### config.mk
export PLATFORM = sky130hd
export DESIGN_NAME = fadd_stim_gen
export DESIGN_NICKNAME = d
export VERILOG_FILES = /design/src/rtl/fadd_stim_gen.sv
export SDC_FILE = /design/constraint.sdc
export NUM_CORES = 1
export LEC_CHECK = 0
export CORE_UTILIZATION = 40
export DETAILED_ROUTE_END_ITERATION = 7
export DONT_BUFFER_PORTS = 1
export GPL_TIMING_DRIVEN = 0
export PLACE_DENSITY_LB_ADDON = 0.2
export SKIP_LAST_GASP = 1
export SYNTH_ARGS = -nofsm -noshare
export SYNTH_HDL_FRONTEND = slang
export SYNTH_SLANG_ARGS = --single-unit
### constraint.sdc
create_clock -name clk -period 4.9 [get_ports clk]
set_input_delay 0.98 -clock clk [delete_from_list [all_inputs] [get_ports clk]]
set_output_delay 0.98 -clock clk [all_outputs]
set_load 0.02 [all_outputs]
### src/rtl/fadd_stim_gen.sv
// Stimulus sequencer for binary FPU operators (fadd, fmul, fsub).
// On start it streams operand pairs through fixed phases: both-zero, op1-zero,
// op2-zero, op1-huge, op2-huge, random. The pairs come from an xorshift32
// generator that is reloaded from SEED on every start.
//
// Handshake: valid is high while a pair sits on op1/op2. A pair transfers on a
// rising clk edge where valid && ready. While valid && !ready, op1, op2, phase
// and vec_idx hold. ready is ignored while valid is low. After a transfer the
// next pair appears in the following cycle, so the stream has no bubbles.
module fadd_stim_gen #(
    parameter int          EXP_W  = 8,
    parameter int          FRAC_W = 23,
    parameter int          N_ZERO = 1000,
    parameter int          N_BIG  = 1000,
    parameter int          N_RAND = 10000,
    parameter logic [31:0] SEED   = 32'h00000001
) (
    input  logic                    clk,
    input  logic                    reset,
    input  logic                    start,
    input  logic                    ready,
    output logic                    valid,
    output logic [EXP_W+FRAC_W:0]   op1,
    output logic [EXP_W+FRAC_W:0]   op2,
    output logic [2:0]              phase,
    output logic [31:0]             vec_idx,
    output logic                    busy,
    output logic                    done
);

    localparam int          W        = 1 + EXP_W + FRAC_W;
    localparam logic [31:0] SEED_EFF = (SEED == 32'd0) ? 32'd1 : SEED;

    // Phase encoding is also the externally visible phase code.
    typedef enum logic [2:0] {
        PH_IDLE = 3'd0,
        PH_ZZ   = 3'd1,
        PH_Z1   = 3'd2,
        PH_Z2   = 3'd3,
        PH_B1   = 3'd4,
        PH_B2   = 3'd5,
        PH_RND  = 3'd6,
        PH_DONE = 3'd7
    } phase_t;

    phase_t            phase_q, phase_n;
    logic [31:0]       cnt_q, cnt_n;
    logic [31:0]       s_q, s_n;
    logic [W-1:0]      op1_q, op1_n;
    logic [W-1:0]      op2_q, op2_n;
    logic [31:0]       vidx_q, vidx_n;

    logic [31:0]       ra_c, rb_c, s_adv, na_c, nb_c;
    logic              run_c, last_c;

    // One xorshift32 step.
    function automatic logic [31:0] xs32(input logic [31:0] v);
        logic [31:0] x;
        x = v;
        x = x ^ (x << 13);
        x = x ^ (x >> 17);
        x = x ^ (x << 5);
        return x;
    endfunction

    // Keep sign and fraction, force the exponent to the largest finite value.
    function automatic logic [W-1:0] force_big(input logic [31:0] v);
        logic [W-1:0] r;
        r = v[W-1:0];
        r[W-2 -: EXP_W] = {{(EXP_W-1){1'b1}}, 1'b0};
        return r;
    endfunction

    // Number of vectors emitted in a busy phase.
    function automatic logic [31:0] phase_len(input phase_t p);
        logic [31:0] n;
        case (p)
            PH_ZZ:         n = 32'd1;
            PH_Z1, PH_Z2:  n = 32'(N_ZERO);
            PH_B1, PH_B2:  n = 32'(N_BIG);
            PH_RND:        n = 32'(N_RAND);
            default:       n = 32'd1;
        endcase
        return n;
    endfunction

    // Operand 1 shaping for a pair drawn in phase p.
    function automatic logic [W-1:0] shape_op1(input phase_t p, input logic [31:0] a);
        logic [W-1:0] r;
        case (p)
            PH_B1:                 r = force_big(a);
            PH_Z2, PH_B2, PH_RND:  r = a[W-1:0];
            default:               r = '0;
        endcase
        return r;
    endfunction

    // Operand 2 shaping for a pair drawn in phase p.
    function automatic logic [W-1:0] shape_op2(input phase_t p, input logic [31:0] b);
        logic [W-1:0] r;
        case (p)
            PH_B2:                 r = force_big(b);
            PH_Z1, PH_B1, PH_RND:  r = b[W-1:0];
            default:               r = '0;
        endcase
        return r;
    endfunction

    // State register: phase, per-phase counter, generator and output pair.
    always_ff @(posedge clk or negedge reset) begin
        if (!reset) begin
            phase_q <= PH_IDLE;
            cnt_q   <= '0;
            s_q     <= SEED_EFF;
            op1_q   <= '0;
            op2_q   <= '0;
            vidx_q  <= '0;
        end else begin
            phase_q <= phase_n;
            cnt_q   <= cnt_n;
            s_q     <= s_n;
            op1_q   <= op1_n;
            op2_q   <= op2_n;
            vidx_q  <= vidx_n;
        end
    end

    // Next-state: start handling, transfer accounting, phase stepping and the
    // pair that follows the current one. ZZ draws nothing from the generator,
    // so its successor is built from the unadvanced state.
    always_comb begin
        phase_n = phase_q;
        cnt_n   = cnt_q;
        s_n     = s_q;
        op1_n   = op1_q;
        op2_n   = op2_q;
        vidx_n  = vidx_q;

        run_c   = (phase_q != PH_IDLE) && (phase_q != PH_DONE);
        last_c  = (cnt_q == phase_len(phase_q) - 32'd1);
        ra_c    = xs32(s_q);
        rb_c    = xs32(ra_c);
        s_adv   = (phase_q == PH_ZZ) ? s_q : rb_c;
        na_c    = xs32(s_adv);
        nb_c    = xs32(na_c);

        if (!run_c) begin
            if (start) begin
                phase_n = PH_ZZ;
                cnt_n   = '0;
                s_n     = SEED_EFF;
                op1_n   = '0;
                op2_n   = '0;
                vidx_n  = '0;
            end
        end else if (ready) begin
            s_n = s_adv;
            if (vidx_q != 32'hFFFF_FFFF) begin
                vidx_n = vidx_q + 32'd1;
            end
            if (last_c) begin
                phase_n = phase_t'(phase_q + 3'd1);
                cnt_n   = '0;
            end else begin
                cnt_n   = cnt_q + 32'd1;
            end
            // Entering DONE leaves the last pair on the outputs.
            if (phase_n != PH_DONE) begin
                op1_n = shape_op1(phase_n, na_c);
                op2_n = shape_op2(phase_n, nb_c);
            end
        end
    end

    assign phase   = phase_q;
    assign busy    = (phase_q != PH_IDLE) && (phase_q != PH_DONE);
    assign valid   = busy;
    assign done    = (phase_q == PH_DONE);
    assign op1     = op1_q;
    assign op2     = op2_q;
    assign vec_idx = vidx_q;

endmodule
==> metrics.md <==
| Metric | Value |
|---|---|
| Crit start category | `flop` |
| Vias in the first global route | `between 7000 and 8000` |
| Largest net degree at the start of global routing | `164` |
| Worst r2r path cells | `12` |
| Most Frequent Cell on Critical Path | `clkbuf_1` |
| Worst-path maximum fanout | `10` |
| DRT Pass-1 Iters | `5` |
| FF+latch count, synth | `163` |
| Clk_lat worst skew | `roughly 0.43 ns` |
| # setup viols final | `0` |
| Largest family of logic cells by synthesized area | `XOR/XNOR gates` |
| Sink Count | `163` |
| Post-synth EDFFs | `0` |
| Synthesized area | `roughly 0.011 mm²` |
| Die X | `167.0 µm` |
| Worst path required time | `5.19 ns` |
| Num CTS Buffers | `17` |
| Post-layout net count | `~1100` |
| Post-DP Area | `0.01133 mm²` |
| Die H | `167.0 µm` |
| Unique masters post-synth | `between 50 and 60` |
| Clock Tree Buf Depth | `2` |
| Fin util | `44.55%` |
| CP Capture Type | `flop` |
| Final Worst Setup Slack | `0.2216 ns` |
| Layout cell share with drive strength beyond 1 | `under 10%` |
| ANT cells | `0` |
| Synthesized area per cell | `~9.8 µm²` |
| Final instance area | `about 0.012 mm²` |
| Seq/Total Area, Yosys | `roughly 37%` |
| Measured slew at the worst slew-check pin | `0.9123 ns` |
| Reg2reg end | `op2[14]$_DFFE_PN0P_` |
| # port buffers | `0` |
| Setup Skew | `0.01449 ns` |
| Post-Synth Adder-Cell Area | `0.9190%` |
| Leading cell types in the layout, fill and taps excluded | `dfrtp_1 (162), nand2_1 (146), xnor2_1 (133), o21ai_0 (122), xor2_1 (83)` |
| H-tree levels | `4` |
| GRT Residual Overflow | `0` |
| Setup CP Type | `reg -> reg` |
| Area of the core | `0.02680 mm²` |
| Post-CTS setup buffers | `0` |
| Post-DR vias/cell | `5.478` |
| Post-synth ARST share | `100.0%` |
| Critical-path cell with the highest stage delay | `xnor2_1` |
| Routed Wire Length | `30320 µm` |
| Setup slack, reg-to-reg | `between 0.2 and 0.25 ns` |
| Complex-gate fraction of the synthesized area | `12.27%` |
| Cell family with most CP delay | `XOR/XNOR gates` |
| Global-route wire length before repair | `47580 µm` |
| Period minus WS final | `around 4.7 ns` |
| CTS tree | `yes` |
| Die footprint | `between 0.02 and 0.03 mm²` |
| DPL Wire Length | `22040 µm` |
| Largest stage delay on the critical path | `0.62 ns` |
| Initial Utilization | `40.64%` |
| CP bufs+invs | `4` |
| Max Clock Freq | `213.8 MHz` |
| 1st-iter DRT viols | `505` |
| Main synth FF type | `dfrtp_1` |
| Wire per inst | `20.46 µm` |
| Mux cell area share after synthesis | `0.9535%` |
| Syn_nets | `approximately 1100` |
| Status | `finished, final reports clean` |
| Max-Cap Viols | `0` |
| Post-Synthesis Cells | `about 1100` |
| Residual DRC | `0` |
| Area growth, synth to finish | `9.627%` |
| Rel. slew slack | `around two fifths` |
| DRT antenna net count | `0` |
| Final Hold Viols | `0` |
| Via count | `a little over 8000` |
| RSZ-0062 raised after global routing | `no` |
| Crit path cell chain | `clkbuf_1, inv_1, ha_1, nor2b_1, clkbuf_1, clkbuf_1, nor2_1, xnor2_1, xor3_1, xnor3_1, xor2_1, o21ai_0` |
| RD Place Congestion | `0.8793` |
| CTS root buffer | `clkbuf_16` |
| Simple-Gate Fraction of Synth Area | `around 14%` |
| Pre-CTS setup slack | `-0.04637 ns` |
| Clock slew at reported path FFs | `0.07 ns` |
| YS warnings | `0` |
| Initial antenna violation count | `0` |
| CP arrival | `4.97 ns` |
| Worst Hold Class | `in -> async` |
| Row count | `60` |
| Final worst-path cycle share | `95.48%` |
| Crit Reg-Reg Startpoint | `phase[1]$_DFFE_PN0P_` |
| Slew Limit Fails | `0` |
| Ports | `106` |
| XOR/XNOR Fraction of Synth Area | `between 30% and 40%` |
| GRT Total Usage | `22.25%` |
| Commonest non-fill, non-tap cell in the layout | `dfrtp_1` |
==> area by class of cell <==
type	count	area, µm²
clock buffer	17	425.4
clock inverter	15	158.9
sequential	163	4080
fill	2596	14860
tap	341	426.7
multi-input combinational	860	6490
buffer	63	269.0
inverter	22	82.58
timing repair buffer	1	7.507
==> registers in the layout (all words and copies together), names as in the netlist <==
register,count
cnt_q,32
op1,32
op2,32
phase,3
s_q,32
vec_idx,32
==> repair_timing <==
item / 4_1_cts / 5_1_grt
gates resized for setup: 1 / 6
setup endpoints to repair: 22 / 31
hold buffers: 0 / 0
gates cloned: 0 / 0
==> cells in the mapped netlist (all sizes together), types with 7 or more instances <==
master  instances  area share, %
xnor2         140             12
nor3           13           0.60
xor3           12            2.6
ha              8           0.92
dfrtp         162             37
nor4            8           0.46
nand4          14           0.80
inv            22           0.76
nand2         146            5.0
clkbuf         40            1.4
nor2b           9           0.52
and3           11           0.63
xnor3          48            9.9
nand3          32            1.5
nand2b          9           0.52
o21ai         126            5.8
o211ai          7           0.48
xor2           86            7.1
buf            23            1.1
o31ai          12           0.83
a21oi          35            1.6
mux2i           8           0.85
a22o           15            1.2
nor2           66            2.3
a21o            7           0.48
==> worst max path at each step <==
stage	start	end	slack [ns]	depth (start not counted)
global route	phase[1]$_DFFE_PN0P_	op2[6]$_DFFE_PN0P_	0.03	13
global placement	phase[1]$_DFFE_PN0P_	op2[6]$_DFFE_PN0P_	0.06	14
finish	phase[1]$_DFFE_PN0P_	op2[14]$_DFFE_PN0P_	0.22	12
floorplan	phase[1]$_DFFE_PN0P_	op2[24]$_DFFE_PN0P_	1.31	13
CTS	phase[1]$_DFFE_PN0P_	op2[6]$_DFFE_PN0P_	0.07	14
detailed placement	phase[1]$_DFFE_PN0P_	op2[31]$_DFFE_PN0P_	-0.05	12
==> per-layer routing <==
metal | global-route usage [%] | vias to the layer above | wire [µm]
met1 | 29.79 | 4052 | 13690
li1 | - | 3820 | -
met4 | 6.683 | 0 | 582
met5 | 0 | - | 0
met3 | 4.705 | 31 | 1569
met2 | 36.09 | 216 | 14480
==> metrics by stage <==
step                instances  hold WS (ns)  TNS, ns
finish                   1482        0.2485        0
floorplan                1108        0.4465        0
detailed placement       1450        0.4796  -0.1919
global route             1482        0.2252        0
CTS                      1482        0.2354        0
global placement         1449        0.4743        0
==> logic make-up after synthesis <==
group | after synthesis
multiplexers | 9
AND/OR/NAND/NOR | 329
buffers and inverters | 85
flip-flops | 163
AO/OA/AOI/OAI | 228
adder cells (fa/ha/maj) | 8
XOR/XNOR | 286
Power is not shown: default switching activity piles up to over one toggle a cycle in this logic, so the estimate is an artifact.
